<file path="src/rtl/config_loader.sv">
// config_loader: streams config words into a wrapping shadow bank, then commits the whole bank atomically
// to the active bank. Optional CONFIG_LOADER_CHECKSUM_EN adds a trailing XOR check word that gates the commit.
module config_loader #(
    parameter int DATA_W    = 32,
    parameter int NUM_WORDS = 42,
    parameter int ADDR_W    = 6
) (
    input  logic                        clk,
    input  logic                        reset,
    input  logic                        io_start,
    input  logic [ADDR_W-1:0]           io_base_addr,
    input  logic [ADDR_W:0]             io_len,
    input  logic                        io_in_valid,
    output logic                        io_in_ready,
    input  logic [DATA_W-1:0]           io_in_data,
    input  logic [ADDR_W-1:0]           io_rd_addr,
    output logic [DATA_W-1:0]           io_rd_data,
    output logic                        io_busy,
    output logic                        io_done,
    output logic                        io_err,
    output logic                        io_configs_valid,
    output logic [DATA_W*NUM_WORDS-1:0] io_configs_out,
    output logic [1:0]                  io_dbg_state
);

    // Handshake: a word transfers on a rising edge where io_in_valid and io_in_ready are both high;
    // io_in_ready depends only on the FSM state, never on io_in_valid.
    localparam logic [1:0] S_IDLE   = 2'd0;
    localparam logic [1:0] S_LOAD   = 2'd1;
`ifdef CONFIG_LOADER_CHECKSUM_EN
    localparam logic [1:0] S_CHECK  = 2'd2;
`endif
    localparam logic [1:0] S_COMMIT = 2'd3;

    localparam logic [ADDR_W:0]   LEN_MAX  = (ADDR_W+1)'(NUM_WORDS);
    localparam logic [ADDR_W-1:0] PTR_LAST = ADDR_W'(NUM_WORDS - 1);
    localparam logic [ADDR_W:0]   LEN_ONE  = (ADDR_W+1)'(1);

    logic [1:0]                  r_state;
    logic [ADDR_W-1:0]           r_ptr;
    logic [ADDR_W:0]             r_remaining;
    logic                        r_err;
    logic                        r_cfg_valid;
    logic [DATA_W-1:0]           r_shadow [NUM_WORDS];
    logic [DATA_W*NUM_WORDS-1:0] r_active;
    logic [DATA_W-1:0]           r_rd_data;
`ifdef CONFIG_LOADER_CHECKSUM_EN
    logic [DATA_W-1:0]           r_xor;
`endif

    logic                        w_start_ok;
    logic                        w_accept;
    logic                        w_write;
    logic                        w_last;
    logic [ADDR_W-1:0]           w_ptr_next;
    logic                        w_rd_in_range;

    assign w_start_ok = (io_len != '0) && (io_len <= LEN_MAX) && ({1'b0, io_base_addr} < LEN_MAX);
`ifdef CONFIG_LOADER_CHECKSUM_EN
    assign io_in_ready = (r_state == S_LOAD) || (r_state == S_CHECK);
`else
    assign io_in_ready = (r_state == S_LOAD);
`endif
    assign w_accept      = io_in_ready && io_in_valid;
    assign w_write       = (r_state == S_LOAD) && io_in_valid;
    assign w_last        = (r_remaining == LEN_ONE);
    assign w_ptr_next    = (r_ptr == PTR_LAST) ? '0 : r_ptr + 1'b1;
    assign w_rd_in_range = ({1'b0, io_rd_addr} < LEN_MAX);

    assign io_busy          = (r_state != S_IDLE);
    assign io_done          = (r_state == S_COMMIT);
    assign io_err           = r_err;
    assign io_configs_valid = r_cfg_valid;
    assign io_configs_out   = r_active;
    assign io_rd_data       = r_rd_data;
    assign io_dbg_state     = r_state;

    always_ff @(posedge clk or negedge reset) begin
        if (!reset) begin
            r_state     <= S_IDLE;
            r_ptr       <= '0;
            r_remaining <= '0;
            r_err       <= 1'b0;
            r_cfg_valid <= 1'b0;
            r_active    <= '0;
`ifdef CONFIG_LOADER_CHECKSUM_EN
            r_xor       <= '0;
`endif
        end else begin
            r_err <= 1'b0;
            case (r_state)
                S_IDLE: begin
                    if (io_start) begin
                        if (w_start_ok) begin
                            r_ptr       <= io_base_addr;
                            r_remaining <= io_len;
                            r_cfg_valid <= 1'b0;
`ifdef CONFIG_LOADER_CHECKSUM_EN
                            r_xor       <= '0;
`endif
                            r_state     <= S_LOAD;
                        end else begin
                            r_err <= 1'b1;
                        end
                    end
                end
                S_LOAD: begin
                    if (io_start) r_err <= 1'b1;
                    if (w_accept) begin
                        r_ptr       <= w_ptr_next;
                        r_remaining <= r_remaining - 1'b1;
`ifdef CONFIG_LOADER_CHECKSUM_EN
                        r_xor       <= r_xor ^ io_in_data;
                        if (w_last) r_state <= S_CHECK;
`else
                        if (w_last) r_state <= S_COMMIT;
`endif
                    end
                end
`ifdef CONFIG_LOADER_CHECKSUM_EN
                S_CHECK: begin
                    if (io_start) r_err <= 1'b1;
                    if (w_accept) begin
                        if (io_in_data == r_xor) begin
                            r_state <= S_COMMIT;
                        end else begin
                            r_err   <= 1'b1;
                            r_state <= S_IDLE;
                        end
                    end
                end
`endif
                S_COMMIT: begin
                    if (io_start) r_err <= 1'b1;
                    for (int k = 0; k < NUM_WORDS; k++) begin
                        r_active[k*DATA_W +: DATA_W] <= r_shadow[k];
                    end
                    r_cfg_valid <= 1'b1;
                    r_state     <= S_IDLE;
                end
                default: r_state <= S_IDLE;
            endcase
        end
    end

    // The shadow bank is written only by data words in LOAD, never by the check word.
    always_ff @(posedge clk or negedge reset) begin
        if (!reset) begin
            for (int k = 0; k < NUM_WORDS; k++) r_shadow[k] <= '0;
        end else if (w_write) begin
            r_shadow[r_ptr] <= io_in_data;
        end
    end

    always_ff @(posedge clk or negedge reset) begin
        if (!reset) begin
            r_rd_data <= '0;
        end else if (w_rd_in_range) begin
            r_rd_data <= r_shadow[io_rd_addr];
        end else begin
            r_rd_data <= '0;
        end
    end

endmodule

</file>
<file path="config.mk">
export PLATFORM = sky130hd
export DESIGN_NAME = config_loader
export DESIGN_NICKNAME = d
export VERILOG_FILES = /design/src/rtl/config_loader.sv
export SDC_FILE = /design/constraint.sdc
export NUM_CORES = 2
export LEC_CHECK = 0
export BUFFER_PORTS_ARGS = -buffer_cell sky130_fd_sc_hd__buf_4
export CAP_MARGIN = 20
export CORE_AREA = 2 2 553 555
export CTS_BUF_LIST = sky130_fd_sc_hd__clkbuf_4 sky130_fd_sc_hd__clkbuf_8
export CTS_CLUSTER_DIAMETER = 50
export CTS_CLUSTER_SIZE = 12
export DETAILED_ROUTE_END_ITERATION = 10
export DIE_AREA = 0 0 555 557
export MAX_ROUTING_LAYER = met4
export PLACE_DENSITY = 0.66
export SLEW_MARGIN = 30
export SYNTH_ARGS = -nofsm -noshare
export SYNTH_HDL_FRONTEND = slang
export SYNTH_SLANG_ARGS = --single-unit
export TNS_END_PERCENT = 100
</file>
<file path="constraint.sdc">
create_clock -name clk -period 2.7 [get_ports clk]
set_input_delay 0.135 -clock clk [delete_from_list [all_inputs] [get_ports clk]]
set_output_delay 0.135 -clock clk [all_outputs]
set_load 0.01 [all_outputs]
</file>
==> metrics.txt <==
# TYPE chip_impl_metric gauge
chip_impl_metric{name="dpl.cell_count",unit=""} 15000
chip_impl_metric{name="proportion_of_register_bits_with_asynchronous_set_or_reset_after_synthesis",unit="%"} 100
chip_impl_metric{name="setup_violations",unit=""} 0
chip_impl_metric{name="post-route-drc-count",unit=""} 0
chip_impl_info{name="min-delay-start",value="io_len[0]"} 1
chip_impl_metric{name="netlist.area_leader.share",unit="%"} 60.6
chip_impl_info{name="outcome",value="complete, no violations"} 1
chip_impl_metric{name="grt_pass1_vias",unit=""} 84200
chip_impl_metric{name="worst_ep_arrival_time",unit="ns"} 3.56
chip_impl_metric{name="worst_clock_skew",unit="ns"} 0.118
chip_impl_metric{name="average_detailed_routed_wire_length_per_instance",unit="um"} 32.6
chip_impl_metric{name="design.final.nets",unit=""} 11500
chip_impl_metric{name="seqCellArea",unit="sq um"} 68500
chip_impl_metric{name="syn-mean-instance-area",unit="sq um"} 11.5
chip_impl_metric{name="die_area",unit="sq um"} 309000
chip_impl_metric{name="worst_slew_margin_relative_to_its_limit",unit="%"} 25.2
chip_impl_metric{name="layout_min_cycle_time",unit="ns"} 2.64
chip_impl_metric{name="total_power",unit="mW"} 102
chip_impl_metric{name="timing.critical_path.fanout_max",unit=""} 13
chip_impl_metric{name="n_fill_cell",unit=""} 28300
chip_impl_metric{name="synth-edff-count",unit=""} 0
chip_impl_metric{name="detail-route-antenna-nets",unit=""} 0
chip_impl_info{name="worstSetupStartpoint",value="io_dbg_state[1]$_DFFE_PN0P_"} 1
chip_impl_metric{name="post_synth_num_cell_types",unit=""} 60
chip_impl_metric{name="violation_count_after_the_first_detailed_route_iteration",unit=""} 10600
chip_impl_metric{name="htreeDepth",unit=""} 5
chip_impl_info{name="dominantRegCellSynth",value="sky130_fd_sc_hd__dfrtp_1"} 1
chip_impl_metric{name="hpwlAfterDp",unit="um"} 374000
chip_impl_metric{name="rows",unit=""} 203
chip_impl_metric{name="grt_overflow",unit=""} 0
chip_impl_metric{name="finalHoldViolations",unit=""} 0
chip_impl_metric{name="initial_core_util",unit="%"} 37.2
chip_impl_metric{name="dieHeight",unit="um"} 557
chip_impl_info{name="netlist.top_cell.by_area",value="sky130_fd_sc_hd__dfrtp_1"} 1
chip_impl_metric{name="clock_latency",unit="ns"} 1.13
chip_impl_metric{name="delay_contributed_by_the_slowest_stage_of_the_critical_path",unit="ns"} 0.64
chip_impl_info{name="min-delay-path-class",value="in2reg"} 1
chip_impl_metric{name="groute.usage.overall",unit="%"} 33.3
chip_impl_metric{name="synth_warnings",unit=""} 0
chip_impl_info{name="critPathLaunchType",value="flip-flop"} 1
chip_impl_metric{name="worstMarginPinSlew",unit="ns"} 1.12
chip_impl_metric{name="synth.ff_latch_count",unit=""} 2737
chip_impl_metric{name="io_buffer_count",unit=""} 1437
chip_impl_info{name="rsz0062_at_grt",value="no"} 1
chip_impl_metric{name="detail_route.wirelength",unit="um"} 510000
chip_impl_metric{name="max-vdd-ir-drop",unit="uV"} 370
chip_impl_metric{name="cts-buffers-inserted",unit=""} 324
chip_impl_info{name="cts_tree",value="yes"} 1
chip_impl_info{name="crit_path_top_delay_cell",value="sky130_fd_sc_hd__nor2_4"} 1
chip_impl_metric{name="post_synth_design_cell_area",unit="sq um"} 113000
chip_impl_info{name="worstSetupPathType",value="reg2reg"} 1
chip_impl_metric{name="numClockSinks",unit=""} 2737
chip_impl_metric{name="cts_buffer_depth",unit=""} 4
chip_impl_metric{name="p_leak",unit="nW"} 74.2
chip_impl_metric{name="maxClockFrequency",unit="MHz"} 378
chip_impl_metric{name="area_growth_syn_to_layout",unit="%"} 22.7
chip_impl_metric{name="cp_data_required_time",unit="ns"} 3.61
chip_impl_metric{name="worstHoldPathCells",unit=""} 6
chip_impl_metric{name="final-instance-count-excl-fill",unit=""} 15600
chip_impl_metric{name="detailedRoute.firstPassIterationCount",unit=""} 8
chip_impl_metric{name="final_layout_size_suffix_gt1_share",unit="%"} 35.1
chip_impl_info{name="synthTopCellsByArea",value="sky130_fd_sc_hd__dfrtp_1 (61%), sky130_fd_sc_hd__nand2_1 (14%), sky130_fd_sc_hd__mux2_2 (13%), sky130_fd_sc_hd__mux4_2 (5.2%), sky130_fd_sc_hd__mux2i_1 (1.5%)"} 1
chip_impl_metric{name="global_route_wire_length_before_repair",unit="um"} 695000
chip_impl_info{name="cts-root-buf",value="sky130_fd_sc_hd__clkbuf_8"} 1
chip_impl_metric{name="syn-instance-count",unit=""} 9826
chip_impl_metric{name="antenna_violations_before_repair",unit=""} 32
chip_impl_metric{name="r2r_cells",unit=""} 5
chip_impl_metric{name="grt_max_degree",unit=""} 170
chip_impl_metric{name="yosysSeqAreaShare",unit="%"} 60.6
chip_impl_metric{name="syn_nets",unit=""} 9885
chip_impl_metric{name="cellPowerDensity",unit="nW/um^2"} 738
chip_impl_info{name="crit_path_cell_trace",value="and3b_1, nand4_2, nor2_4, buf_12, mux2_2"} 1
chip_impl_metric{name="vias",unit=""} 86300
chip_impl_metric{name="worst_setup_hold_path_clk_slew",unit="ns"} 0.08
chip_impl_metric{name="final-max-slew-violation-count",unit=""} 0
chip_impl_metric{name="area_taken_by_multi_input_logic_gates",unit="sq um"} 41700
chip_impl_metric{name="cap_violations",unit=""} 0
chip_impl_metric{name="drt-vias-per-instance",unit=""} 5.52
chip_impl_metric{name="placeableCoreArea",unit="sq um"} 304000
chip_impl_metric{name="design.portCount",unit=""} 1438
chip_impl_info{name="rr_startpoint",value="io_dbg_state[1]$_DFFE_PN0P_"} 1
chip_impl_metric{name="chipWidth",unit="um"} 555
chip_impl_info{name="worst_setup_path_end_kind",value="flip-flop"} 1
chip_impl_metric{name="routabilityCongestion",unit=""} 0.933
chip_impl_metric{name="min_period_over_period",unit="%"} 97.9
-- worst max-delay path, delay by kind of cell (launching register included) --
family                 cells  cell delay, ns
AND/OR/NAND/NOR            3            1.42
multiplexers               1            0.35
buffers and inverters      1            0.24
flip-flops                 1            0.48
-- final cells by class --
| type | instances | area share, % |
|---|---|---|
| clock buffer | 387 | 3.69 |
| multi-input combinational | 6380 | 30.1 |
| sequential | 2737 | 49.4 |
| timing repair inverter | 1 | 0.00631 |
| inverter | 10 | 0.0406 |
| timing repair buffer | 1948 | 11.9 |
| antenna | 23 | 0.0415 |
| tap | 3997 | 3.60 |
| clock inverter | 143 | 1.26 |
-- cells in the final DEF (no fill, tap or decap), drive strengths merged, types with 3 or more instances in the layout --
cell	instances
diode	23
a21o	7
nand2b	12
clkbuf	388
nor4	5
nor4b	3
o21ai	48
and2	5
a221oi	21
dfrtp	2737
a22o	22
a21oi	75
clkinvlp	26
o22ai	38
a211oi	16
dlygate4sd3	78
a22oi	48
mux4	260
nor3	6
or2	3
o221ai	27
bufinv	26
o31ai	5
a2111oi	8
buf	1868
mux2	1362
clkinv	51
mux2i	169
nor2b	4
nand3	5
nand2	4145
ha	4
nor2	52
nand4b	3
inv	51
-- Yosys cell counts (3+ instances only) --
master / count
sky130_fd_sc_hd__nor3_1: 6
sky130_fd_sc_hd__buf_6: 14
sky130_fd_sc_hd__a221oi_1: 21
sky130_fd_sc_hd__o21ai_0: 43
sky130_fd_sc_hd__nand2_1: 4145
sky130_fd_sc_hd__dfrtp_1: 2737
sky130_fd_sc_hd__clkbuf_1: 424
sky130_fd_sc_hd__inv_1: 8
sky130_fd_sc_hd__or2_2: 3
sky130_fd_sc_hd__nor4_1: 3
sky130_fd_sc_hd__nand2b_1: 12
sky130_fd_sc_hd__a21oi_1: 75
sky130_fd_sc_hd__nor2b_1: 4
sky130_fd_sc_hd__mux2_1: 17
sky130_fd_sc_hd__ha_1: 4
sky130_fd_sc_hd__o21ai_1: 4
sky130_fd_sc_hd__buf_4: 66
sky130_fd_sc_hd__o221ai_1: 27
sky130_fd_sc_hd__a211oi_1: 16
sky130_fd_sc_hd__nand3_1: 5
sky130_fd_sc_hd__a21o_1: 7
sky130_fd_sc_hd__and2_1: 5
sky130_fd_sc_hd__buf_1: 56
sky130_fd_sc_hd__o22ai_1: 38
sky130_fd_sc_hd__nor2_1: 47
sky130_fd_sc_hd__a22oi_1: 48
sky130_fd_sc_hd__a22o_1: 22
sky130_fd_sc_hd__nor2_2: 5
sky130_fd_sc_hd__a2111oi_0: 8
sky130_fd_sc_hd__mux2_2: 1345
sky130_fd_sc_hd__mux2i_1: 169
sky130_fd_sc_hd__mux4_2: 260
sky130_fd_sc_hd__buf_2: 138
sky130_fd_sc_hd__o31ai_1: 5
-- registers in the layout, summed over array words and instances, names as in the netlist --
name,cells
r_remaining,7
r_shadow,1344
io_rd_data,32
io_dbg_state,2
r_ptr,6
io_configs_out,1344
io_err,1
io_configs_valid,1
-- through the flow --
| step | hold slack (ns) | utilization, % | setup TNS (ns) | worst slack, ns | area [sq um] |
|---|---|---|---|---|---|
| 2_1_floorplan | -0.161 | - | 0 | 0.736 | 113000 |
| 3_3_place_gp | 0.0801 | 43.0 | -2.27 | -0.740 | 131000 |
| 3_5_place_dp | 0.0803 | 43.0 | -2.11 | -0.428 | 131000 |
| 4_1_cts | 0.00160 | 45.6 | 0 | 0.0425 | 139000 |
| 5_1_grt | 0.103 | 45.6 | 0 | 0.0123 | 139000 |
| 6_report | 0.143 | 45.6 | 0 | 0.0571 | 139000 |
-- layer usage --
metal  routed length, um  part of all wire [%]  vias up  global-route usage (%)
met5                   0                     0        -                       -
met4               36800                   7.2        0                    19.5
met3               51000                    10      956                    8.96
met2              224000                    44     4710                    48.3
met1              197000                    39    45000                    41.7
li1                    -                     -    35600                       -
-- cell families after synthesis --
kind of cell / Yosys count / share of synthesized area, %
mux: 1791 / 20.2
fa+ha+maj: 4 / 0.0443
compound gates: 328 / 1.97
flops: 2737 / 60.6
buf+inv: 709 / 2.82
simple gates: 4257 / 14.4
-- power by group --
| group | internal, mW | switching (mW) | total, mW |
|---|---|---|---|
| clock | 15.4 | 16.9 | 32.3 |
| combinational | 8.38 | 8.29 | 16.7 |
| sequential | 47.0 | 6.44 | 53.4 |
-- what timing repair did --
| action | in CTS | in global routing |
|---|---|---|
| buffers inserted | 4 | 0 |
| resized for setup | 6 | 0 |
| endpoints found under the setup margin | 1 | 0 |
| endpoints found under the hold margin | 4121 | 0 |
| hold buffers | 79 | 0 |
-- final timing paths --
path / end / slack (ns)
max in group asynchronous: io_configs_out[47]$_DFFE_PN0P_ / 1.02
min in group asynchronous: io_configs_out[893]$_DFFE_PN0P_ / 0.43
max: r_shadow[152]$_DFFE_PN0P_ / 0.06
min: r_remaining[0]$_DFFE_PN0P_ / 0.14
min reg2reg: io_configs_out[649]$_DFFE_PN0P_ / 0.44
max reg2reg: r_shadow[152]$_DFFE_PN0P_ / 0.06
Power figures use the tool's default switching activity.
